--- src/rtl/baud_pkg.sv ---
`timescale 1ns/1ps
// Shared constants and helpers for the fractional baud-rate generator.
package baud_pkg;

    localparam int unsigned DIV_MIN      = 2;
    localparam int unsigned DEFAULT_INT  = 162;
    localparam int unsigned DEFAULT_FRAC = 12;

    // Bits needed to count 0..value-1, never less than 1.
    function automatic int unsigned clog2(input int unsigned value);
        int unsigned result;
        result = 1;
        for (int i = 1; i < 32; i++) begin
            if ((64'd1 << i) < 64'(value)) begin
                result = i + 1;
            end
        end
        return result;
    endfunction

endpackage

--- src/rtl/baud_ovs_counter.sv ---
`timescale 1ns/1ps
// Mod-OVS sample-tick counter; o_wrap flags the enabled step from OVS-1 back to 0.
module baud_ovs_counter
    import baud_pkg::*;
#(
    parameter int unsigned OVS = 16
) (
    input  logic i_clk,
    input  logic i_reset_n,
    input  logic i_enable,
    input  logic i_clear,
    output logic o_wrap
);

    localparam int unsigned CNT_W = clog2(OVS);
    localparam logic [CNT_W-1:0] LAST = CNT_W'(OVS - 1);

    logic [CNT_W-1:0] cnt_q;

    assign o_wrap = i_enable && (cnt_q == LAST);

    always_ff @(posedge i_clk or negedge i_reset_n) begin
        if (!i_reset_n) begin
            cnt_q <= '0;
        end else if (i_clear) begin
            cnt_q <= '0;
        end else if (i_enable) begin
            cnt_q <= o_wrap ? '0 : cnt_q + 1'b1;
        end
    end

endmodule

--- src/rtl/baud_rate_generator_frac.sv ---
`timescale 1ns/1ps
// Fractional clock divider producing oversampling and bit ticks for the UART path,
// with a load/ack handshake that swaps the divisor only at a period boundary.
module baud_rate_generator_frac
    import baud_pkg::*;
#(
    parameter int unsigned DIV_W    = 16,
    parameter int unsigned FRAC_W   = 4,
    parameter int unsigned OVS      = 16,
    parameter int unsigned DEF_INT  = DEFAULT_INT,
    parameter int unsigned DEF_FRAC = DEFAULT_FRAC
) (
    input  logic              i_clk,
    input  logic              i_reset_n,
    input  logic              i_enable,
    input  logic              i_restart,
    input  logic [DIV_W-1:0]  i_div_int,
    input  logic [FRAC_W-1:0] i_div_frac,
    input  logic              i_div_load,
    output logic              o_div_ack,
    output logic              o_sample_tick,
    output logic              o_bit_tick
);

    logic [DIV_W-1:0]  cnt_q;
    logic [DIV_W-1:0]  int_q;
    logic [DIV_W-1:0]  shadow_int_q;
    logic [FRAC_W-1:0] acc_q;
    logic [FRAC_W-1:0] frac_q;
    logic [FRAC_W-1:0] shadow_frac_q;
    logic              long_q;
    logic              pending_q;
    logic              sample_tick_q;
    logic              bit_tick_q;
    logic              div_ack_q;

    logic [DIV_W-1:0]  last_cnt;
    logic [DIV_W-1:0]  int_clamped;
    logic [FRAC_W:0]   acc_sum;
    logic              period_end;
    logic              apply;
    logic              ovs_wrap;

    // A long period (carry from the previous end) runs one extra cycle.
    assign last_cnt = long_q ? int_q : int_q - 1'b1;

    // >= keeps the counter bounded if a smaller divisor lands while frozen mid-period.
    assign period_end  = i_enable && !i_restart && (cnt_q >= last_cnt);
    assign acc_sum     = {1'b0, acc_q} + {1'b0, frac_q};
    assign apply       = pending_q && (i_restart || period_end || !i_enable);
    assign int_clamped = (i_div_int < DIV_W'(DIV_MIN)) ? DIV_W'(DIV_MIN) : i_div_int;

    baud_ovs_counter #(
        .OVS (OVS)
    ) u_ovs_counter (
        .i_clk     (i_clk),
        .i_reset_n (i_reset_n),
        .i_enable  (period_end),
        .i_clear   (i_restart),
        .o_wrap    (ovs_wrap)
    );

    always_ff @(posedge i_clk or negedge i_reset_n) begin
        if (!i_reset_n) begin
            cnt_q         <= '0;
            acc_q         <= '0;
            long_q        <= 1'b0;
            int_q         <= DIV_W'(DEF_INT);
            frac_q        <= FRAC_W'(DEF_FRAC);
            shadow_int_q  <= DIV_W'(DEF_INT);
            shadow_frac_q <= FRAC_W'(DEF_FRAC);
            pending_q     <= 1'b0;
            sample_tick_q <= 1'b0;
            bit_tick_q    <= 1'b0;
            div_ack_q     <= 1'b0;
        end else begin
            sample_tick_q <= period_end;
            bit_tick_q    <= ovs_wrap;
            div_ack_q     <= apply;

            if (i_restart) begin
                cnt_q  <= '0;
                acc_q  <= '0;
                long_q <= 1'b0;
            end else if (period_end) begin
                cnt_q  <= '0;
                acc_q  <= acc_sum[FRAC_W-1:0];
                long_q <= acc_sum[FRAC_W];
            end else if (i_enable) begin
                cnt_q <= cnt_q + 1'b1;
            end

            if (apply) begin
                int_q  <= shadow_int_q;
                frac_q <= shadow_frac_q;
            end

            // A load on the apply edge refills the shadow and stays pending.
            if (i_div_load) begin
                shadow_int_q  <= int_clamped;
                shadow_frac_q <= i_div_frac;
                pending_q     <= 1'b1;
            end else if (apply) begin
                pending_q <= 1'b0;
            end
        end
    end

    assign o_sample_tick = sample_tick_q;
    assign o_bit_tick    = bit_tick_q;
    assign o_div_ack     = div_ack_q;

endmodule
--- config.mk ---
export PLATFORM = sky130hd
export DESIGN_NAME = baud_rate_generator_frac
export DESIGN_NICKNAME = d
export VERILOG_FILES = /design/src/rtl/baud_pkg.sv /design/src/rtl/baud_ovs_counter.sv /design/src/rtl/baud_rate_generator_frac.sv
export SDC_FILE = /design/constraint.sdc
export NUM_CORES = 1
export LEC_CHECK = 0
export BUFFER_PORTS_ARGS = -buffer_cell sky130_fd_sc_hd__buf_2
export CELL_PAD_IN_SITES_DETAIL_PLACEMENT = 1
export CELL_PAD_IN_SITES_GLOBAL_PLACEMENT = 1
export CORE_UTILIZATION = 50
export CTS_BUF_LIST = sky130_fd_sc_hd__clkbuf_4 sky130_fd_sc_hd__clkbuf_8
export DETAILED_ROUTE_END_ITERATION = 10
export HOLD_SLACK_MARGIN = 0.05
export PLACE_DENSITY_LB_ADDON = 0.05
export SYNTH_ARGS = -nofsm -noshare
export SYNTH_HDL_FRONTEND = slang
export SYNTH_SLANG_ARGS = --single-unit
--- constraint.sdc ---
create_clock -name i_clk -period 3.9 [get_ports i_clk]
set_input_delay 0.39 -clock i_clk [delete_from_list [all_inputs] [get_ports i_clk]]
set_output_delay 0.39 -clock i_clk [all_outputs]
set_load 0.03 [all_outputs]
==> run_results.csv, run 1 <==
group,metric,value,unit
run_status,outcome,"complete, no violations",
worst_setup_path,start_kind,"flop",
routing,post-route-drc-count,0,
worst_setup_path,crit_family,"simple AND/OR/NAND/NOR gates",
yosys,async_flop_share,100,%
worst_setup_path,crit_path_start,"int_q[0]",
timing,setup_tns,0,ps
routing,first_pass_iters,4,
clock_network,htreeDepth,3,
worst_setup_path,crit_path_top_delay_cell,"dfrtp_1",
yosys,synth_area,3720,um^2
place,io_buffers,27,
yosys,netlist-cell-type-count,44,
worst_setup_path,r2r_end,"u_ovs_counter.cnt_q[2]",
yosys,syn_nets,387,
yosys,synth_flop_cell,"dfrtp_1",
floorplan,ios,28,
timing,hold_violations,0,
worst_setup_path,critPathBufInv,3,
floorplan,fp.dieArea,7780,um^2
timing,finalSetupViolCount,0,
worst_setup_path,cp-end-kind,"flop",
floorplan,placementRows,31,
floorplan,die_h,88.2,um
worst_setup_path,crit_arrival,3840,ps
clock_network,cts_buffer_depth,2,
pwr,p_clk_share,34.7,%
pwr,power_per_cell_area,415,nW/um^2
final_layout,antennaDiodeCount,0,
worst_setup_path,endpoint,"u_ovs_counter.cnt_q[2]",
clock_network,clkSlewWorstSetupHoldPaths,80,ps
routing,postRouteAntennaNets,0,
clock_network,cts_root_buf,"clkbuf_8",
final_layout,drive_above_1_share,29.6,%
worst_setup_path,crit_required,4140,ps
yosys,synth_edf_count,0,
timing,worst_pin_slew,617,ps
worst_setup_path,r2r-start,"int_q[0]",
clock_network,cts_buffers,9,
pwr,seqPwrFrac,49.5,%
global_routing,track_usage,23.2,%
pwr,p_int,1.24,mW
floorplan,core_area,7210,um^2
yosys,ys_ff_latch,69,
global_routing,grt_pass1_wl,13500,um
yosys,yosys_warnings,0,
final_layout,area_growth,12.9,%
place,dp_hpwl,5870,um
pwr,leakagePower,1.83,nW
timing,final_max_slew_viol_count,0,
pwr,p_sw_share,28.8,%
timing,max-slew-margin-rel,58.9,%
final_layout,finalInstanceArea,4200,um^2
worst_setup_path,cp.depth,15,
routing,viasPerCell,5.63,
yosys,synth.avg_cell_area,11.0,um^2
routing,routed_wl,7850,um
floorplan,start_util,51.5,%
routing,wl_per_cell,16.5,um
worst_setup_path,critPathMaxFanout,10,
yosys,syn-instance-count,338,
worst_setup_path,path_cells,"inv_1, ha_1, inv_1, or3_1, or3_1, nor3_1, xnor2_1, ha_1, nand2_1, nor3_1, a2111oi_4, buf_4, a31oi_4, a21oi_1, a31o_2",
timing,period_share,92.3,%
routing,drt_iter0_markers,68,
final_layout,nFillCells,802,
timing,rsz0062_at_grt,"false",
global_routing,gr-total-overflow,0,
worst_setup_path,crit_type,"reg -> reg",
yosys,yosysSeqAreaShare,46.8,%
clock_network,clock_latency,350,ps
clock_network,tritoncts,"done",
timing,post-route-min-period,3600,ps
worst_setup_path,slowest_delay,420,ps
worst_setup_path,rrSetupSlack,300,ps
pwr,switchingPower,502,uW
timing,finClkSkew,8.63,ps
global_routing,grt_max_degree,51,
pwr,ir_drop,0.251,mV
place,gp_congestion,0.744,
floorplan,die_width,88.2,um
global_routing,antenna_found_initial,0,
min_path,min_path_type,"in -> reg",
global_routing,grt_pass1_vias,2761,
job,maxCapViolCount,0,
clock_network,clock_sinks,69,
worst_setup_path,reg2regPathDepth,15,
routing,vias,2686,
place,dpl_cell_area,3970,um^2
pwr,combPwrFrac,15.7,%
final_layout,final_nets,422,
timing,fmax,278,MHz
state kept, by name (all words and copies together) (netlist names):
register	count
int_q	16
u_ovs_counter.cnt_q	4
acc_q	4
long_q	1
shadow_int_q	16
o_bit_tick	1
shadow_frac_q	4
o_sample_tick	1
o_div_ack	1
frac_q	4
pending_q	1
cnt_q	16
cell usage in the layout (no fill, tap or decap), types with 2 or more instances in the layout:
cell,netlist,layout
dfrtp_1,59,59
mux2_2,39,39
buf_2,1,27
nor2_1,23,23
ha_1,23,23
nand2_1,21,21
a21oi_1,18,18
xnor2_1,12,12
inv_1,12,12
nor3_1,13,12
o21ai_0,12,12
nand3_1,11,11
dfstp_2,10,10
a31oi_1,9,9
clkbuf_8,0,9
nand4_1,8,8
mux2i_1,8,8
a21o_1,6,6
xor2_1,5,5
buf_4,2,5
or2_2,4,4
or3_1,4,4
nor4_1,5,4
nand2b_1,3,3
a31o_2,3,3
nor4_2,1,2
and2_1,2,2
a41oi_1,2,2
o21ai_1,2,2
clkinvlp_4,0,2
inv_6,0,2
area by class of cell:
cell class | count | area [um^2] | area share (%)
flip-flops and latches | 69 | 1740 | 41.4
multi-input cells | 247 | 1880 | 44.9
clock buffers | 10 | 131 | 3.13
inverters | 12 | 45.0 | 1.07
clock inverters | 6 | 71.3 | 1.70
well taps | 99 | 124 | 2.95
repair buffers | 34 | 203 | 4.83
synth_stat cells (all sizes together) (5+ instances only):
master,instances,area [um^2]
dfrtp,59,1480
mux2,39,439
ha,23,288
nor2,23,86.3
nand2,22,85.1
a21oi,19,98.9
o21ai,14,70.1
nor3,13,65.1
inv,12,45.0
xnor2,12,105
nand3,11,55.1
a31oi,10,77.6
dfstp,10,263
mux2i,8,80.1
nand4,8,50.1
a21o,6,45.0
buf,6,46.3
nor4,6,43.8
xor2,5,43.8
power groups by stage:
stage	logic (mW)	registers (mW)	clock network, mW
after floorplan	0.194	0.852	0
after global placement	0.256	0.869	0
after detailed placement	0.275	0.876	0
after CTS	0.279	0.863	0.620
after global routing	0.307	0.875	0.646
final	0.274	0.863	0.605
how the worst min path moves through the flow:
stage	startpoint	to	slack, ps	depth (start not counted)
6_report	i_div_frac[2]	shadow_frac_q[2]	270	2
5_1_grt	i_div_frac[2]	shadow_frac_q[2]	260	2
4_1_cts	i_div_frac[1]	shadow_frac_q[1]	260	2
3_5_place_dp	i_reset_n	u_ovs_counter.cnt_q[3]	360	1
3_3_place_gp	i_reset_n	u_ovs_counter.cnt_q[3]	360	1
2_1_floorplan	i_reset_n	acc_q[0]	90	0
what timing repair did:
item / in CTS / in global routing
hold buffers: 1 / 0
setup endpoints to repair: 0 / 28
endpoints found under the hold margin: 19 / 0
gates resized for setup: 0 / 2
setup buffers: 0 / 1
through the flow:
step	utilization, %	std cells	hold slack, ps	worst slack, ps	power (mW)
global placement	55.0	459	360	245	1.13
floorplan	-	338	94.4	497	1.05
detailed placement	55.0	459	365	111	1.15
CTS	57.9	476	256	96.4	1.76
global route	58.2	477	265	2.12	1.83
finish	58.2	477	271	299	1.74
kinds of logic after synthesis:
logic type / count (synthesis) / share of synthesized area (%)
buffers and inverters: 22 / 2.86
AO/OA/AOI/OAI: 58 / 10.5
AND/OR/NAND/NOR: 101 / 13.6
XOR/XNOR: 17 / 4.01
adder cells (fa/ha/maj): 24 / 8.28
flip-flops: 69 / 46.8
multiplexers: 47 / 14.0
routing by layer:
metal  track usage [%]  routed length (um)  vias up
met5                 0                   0        -
met4              7.04                  98        0
met3              4.94                 206       12
met2              37.8                3810       37
met1              31.1                3740     1338
li1                  -                   -     1299
No activity file was read; power rests on OpenSTA's default activity.
==> inputs of run 2 (changes only) <==
- REMOVE_ABC_BUFFERS: not set -> 1
- SKIP_CTS_REPAIR_TIMING: not set -> 1
==> run_results.csv, run 2 (synthesis results as in run 1) <==
group,metric,value,unit
routing,top_layer,"met4",
min_path,min_path_type,"in -> async",
worst_setup_path,critPathMaxFanout,21,
final_layout,area_growth,12.9,%
routing,post-route-drc-count,0,
clock_network,clock_sinks,69,
timing,setup_ws,239,ps
routing,first_pass_iters,4,
global_routing,antenna_found_initial,0,
floorplan,placementRows,31,
floorplan,die_width,88.2,um
place,gp_congestion,0.768,
timing,period_share,93.9,%
job,maxCapViolCount,0,
routing,dr_wl_met3,186,um
timing,final_max_slew_viol_count,0,
pwr,power_per_cell_area,415,nW/um^2
final_layout,drive_above_1_share,30.2,%
timing,max-slew-margin-rel,60.5,%
place,place_ws,119,ps
routing,wl_met2,3880,um
routing,wl_met1,3780,um
floorplan,die_h,88.2,um
clock_network,htreeDepth,3,
floorplan,start_util,51.5,%
pwr,ir_drop,0.231,mV
routing,wl_per_cell,16.6,um
pwr,combPwrFrac,15.8,%
global_routing,grt_max_degree,47,
global_routing,gr-total-overflow,0,
timing,finalSetupViolCount,0,
final_layout,final_cell_mix,"dfrtp_1 (59), mux2_2 (39), buf_2 (27)",
final_layout,mostFrequentLayoutCell,"dfrtp_1",
routing,viasPerCell,5.60,
global_routing,grt_pass1_wl,13600,um
worst_setup_path,crit_arrival,3890,ps
final_layout,final_util,58.2,%
final_layout,nFillCells,799,
worst_setup_path,cp-end-kind,"flop",
worst_setup_path,crit_type,"reg -> reg",
clock_network,clkSlewWorstSetupHoldPaths,80,ps
timing,fmax,273,MHz
pwr,p_int,1.24,mW
floorplan,fp.dieArea,7780,um^2
clock_network,tritoncts,"done",
clock_network,cts_buffers,9,
timing,rsz0062_at_grt,"false",
pwr,switchingPower,500,uW
routing,vias,2665,
routing,postRouteAntennaNets,0,
timing,worst_pin_slew,593,ps
global_routing,track_usage,23.0,%
worst_setup_path,start_kind,"flop",
pwr,p_sw_share,28.7,%
clock_network,clock_latency,340,ps
final_layout,top_regs,"cnt_q: 16 flops, int_q: 16 flops, shadow_int_q: 16 flops",
worst_setup_path,crit_required,4130,ps
timing,hold_violations,0,
timing,hold_ws,43.0,ps
timing,post-route-min-period,3660,ps
clock_network,cts_root_buf,"clkbuf_8",
place,io_buffers,27,
timing,setup_tns,0,ps
floorplan,core_area,7210,um^2
pwr,p_clk_share,34.7,%
global_routing,grt_pass1_vias,2797,
final_layout,antennaDiodeCount,0,
timing,finClkSkew,12.8,ps
routing,routed_wl,7920,um
pwr,leakagePower,1.83,nW
run_status,outcome,"complete, no violations",
final_layout,final_nets,421,
place,dp_hpwl,5860,um
floorplan,ios,28,
clock_network,cts_buffer_depth,2,
pwr,seqPwrFrac,49.5,%
routing,drt_iter0_markers,77,
-- run 2: changes by cell type in the layout (fill, tap and decap cells not counted), sizes merged --
cell,before,now
dlygate4sd3,1,0
-- run 2: area by class of cell --
cell class | count | area (um^2) | area share (%)
clock inverters | 6 | 71.3 | 1.70
inverters | 12 | 45.0 | 1.07
repair buffers | 33 | 193 | 4.59
clock buffers | 10 | 131 | 3.13
flip-flops and latches | 69 | 1740 | 41.4
well taps | 99 | 124 | 2.95
multi-input cells | 247 | 1890 | 45.1
-- run 2: critical path, stage by stage, from the launching register on --
cell,delay (ps)
dfrtp_1,420
inv_1,100
ha_1,140
inv_1,50
or3_4,360
or3_1,370
nor2_1,160
xnor2_1,150
ha_1,270
nand4_1,120
nor2_1,90
a2111oi_4,410
nand4_1,210
nand2_1,170
buf_12,180
mux2_2,360
-- run 2: path summary, 6_finish.rpt --
check	from	endpoint	slack (ps)	cells past startpoint
max	int_q[0]	int_q[13]	240	15
min in group i_clk	i_div_frac[2]	shadow_frac_q[2]	270	2
min reg2reg	shadow_int_q[8]	int_q[8]	500	1
max reg2reg	int_q[0]	int_q[13]	240	15
min	i_reset_n	o_bit_tick	40	1
max in group asynchronous	i_reset_n	shadow_int_q[7]	2850	2
-- run 2: stage by stage --
stage          area (um^2)  total power [mW]  std cells
4_1_cts               4180              1.76        476
5_1_grt               4200              1.83        476
3_3_place_gp          3970              1.13        460
3_5_place_dp          3970              1.15        460
6_report              4200              1.74        476
2_1_floorplan         3660              1.04        328
-- run 2: layer usage --
layer  track usage, %  up-vias
met5                0        -
met3             4.48        7
li1                 -     1290
met4             4.84        0
met2             38.5       34
met1             31.1     1334
-- run 2: power groups by stage --
stage	clock network [mW]	registers (mW)	logic, mW
floorplan	0	0.852	0.185
global placement	0	0.869	0.259
detailed placement	0	0.875	0.276
CTS	0.620	0.861	0.280
global route	0.642	0.875	0.312
finish	0.603	0.862	0.275
==> inputs of run 3 (changes only) <==
- MAX_ROUTING_LAYER: not set -> met4
==> run_results.csv, run 3 (synthesis results as in run 1) <==
group,metric,value,unit
worst_setup_path,cp-end-kind,"flop",
final_layout,final_cell_mix,"dfrtp_1 (59), mux2_2 (39), buf_2 (27)",
clock_network,cts_buffer_depth,2,
final_layout,final_util,58.2,%
place,gp_congestion,0.779,
final_layout,mostFrequentLayoutCell,"dfrtp_1",
timing,finClkSkew,13.0,ps
global_routing,gr-total-overflow,0,
clock_network,htreeDepth,3,
timing,rsz0062_at_grt,"false",
routing,viasPerCell,5.62,
global_routing,track_usage,23.7,%
job,maxCapViolCount,0,
worst_setup_path,path_cells,"inv_1, ha_1, inv_1, or3_4, or3_1, nor2_1, xnor2_1, ha_1, nand4_1, nor2_1, a2111oi_4, nand4_1, nand2_1, buf_12, mux2_2",
global_routing,grt_pass1_wl,13600,um
worst_setup_path,crit_required,4130,ps
routing,drt_iter0_markers,75,
pwr,power_per_cell_area,415,nW/um^2
timing,fmax,273,MHz
worst_setup_path,crit_path_start,"int_q[0]",
final_layout,drive_above_1_share,30.2,%
floorplan,ios,28,
floorplan,die_h,88.2,um
timing,post-route-min-period,3660,ps
final_layout,area_growth,12.9,%
timing,worst_pin_slew,593,ps
timing,max-slew-margin-rel,60.4,%
final_layout,multi_input_area,1890,um^2
floorplan,fp.dieArea,7780,um^2
clock_network,cts_buffers,9,
timing,hold_violations,0,
clock_network,clock_sinks,69,
clock_network,cts_root_buf,"clkbuf_8",
global_routing,grt_max_degree,47,
routing,post-route-drc-count,0,
clock_network,clock_latency,340,ps
worst_setup_path,r2r_end,"int_q[13]",
worst_setup_path,crit_arrival,3890,ps
pwr,leakagePower,1.83,nW
worst_setup_path,slowest_delay,420,ps
place,dp_hpwl,5860,um
routing,vias,2673,
floorplan,start_util,51.5,%
floorplan,core_area,7210,um^2
worst_setup_path,crit_type,"reg -> reg",
run_status,outcome,"complete, no violations",
timing,period_share,93.9,%
worst_setup_path,critPathMaxFanout,21,
worst_setup_path,critPathBufInv,3,
worst_setup_path,rrSetupSlack,240,ps
worst_setup_path,r2r-start,"int_q[0]",
worst_setup_path,crit_family,"simple AND/OR/NAND/NOR gates",
clock_network,clkSlewWorstSetupHoldPaths,90,ps
final_layout,nFillCells,799,
clock_network,tritoncts,"done",
global_routing,grt_pass1_vias,2799,
floorplan,die_width,88.2,um
worst_setup_path,start_kind,"flop",
timing,finalSetupViolCount,0,
min_path,min_path_type,"in -> async",
routing,postRouteAntennaNets,0,
timing,final_max_slew_viol_count,0,
final_layout,antennaDiodeCount,0,
worst_setup_path,reg2regPathDepth,15,
routing,routed_wl,7930,um
final_layout,seqCellArea,1740,um^2
pwr,ir_drop,0.230,mV
final_layout,top_regs,"cnt_q: 16 flops, int_q: 16 flops, shadow_int_q: 16 flops",
global_routing,antenna_found_initial,0,
worst_setup_path,crit_path_top_delay_cell,"dfrtp_1",
timing,setup_tns,0,ps
floorplan,placementRows,31,
routing,first_pass_iters,4,
place,io_buffers,27,
routing,wl_per_cell,16.7,um
final_layout,final_nets,421,
[run 3: cell type report]
type	count	area share (%)
clock buffer	10	3.13
clock inverter	6	1.70
inverter	12	1.07
multi-input combinational	247	45.1
sequential	69	41.4
tap	99	2.95
timing repair buffer	33	4.59
[run 3: per-layer routing]
| layer | vias up | track usage [%] | wire, um | part of all wire, % |
|---|---|---|---|---|
| li1 | 1291 | - | - | - |
| met1 | 1341 | 31.0 | 3780 | 48 |
| met2 | 34 | 38.6 | 3900 | 49 |
| met3 | 7 | 4.48 | 185 | 2.3 |
| met4 | 0 | 4.84 | 71 | 0.90 |
| met5 | - | - | 0 | 0 |
[run 3: per-stage QoR]
stage | area (um^2) | setup WS [ps] | hold slack, ps | std cells | power, mW
detailed placement | 3970 | 119 | 430 | 460 | 1.15
global placement | 3970 | 284 | 414 | 460 | 1.13
global route | 4200 | 35.0 | 67.4 | 476 | 1.83
finish | 4200 | 237 | 45.4 | 476 | 1.74
CTS | 4180 | 83.1 | 49.3 | 476 | 1.76
floorplan | 3660 | -20.5 | 94.4 | 328 | 1.04
[run 3: power breakdown]
| group | leakage, nW | internal (mW) | total (mW) | switching, mW |
|---|---|---|---|---|
| registers | 0.856 | 0.793 | 0.862 | 0.0692 |
| clock network | 0.0969 | 0.308 | 0.602 | 0.294 |
| logic | 0.872 | 0.140 | 0.275 | 0.136 |
| total | 1.83 | 1.24 | 1.74 | 0.499 |
[run 3: how the worst max path moves through the flow]
stage / endpoint / slack, ps / cells after the start
finish: int_q[13] / 240 / 15
global placement: int_q[2] / 280 / 15
global route: int_q[13] / 40 / 15
detailed placement: int_q[13] / 120 / 15
CTS: int_q[13] / 80 / 15
floorplan: frac_q[0] / -20 / 12
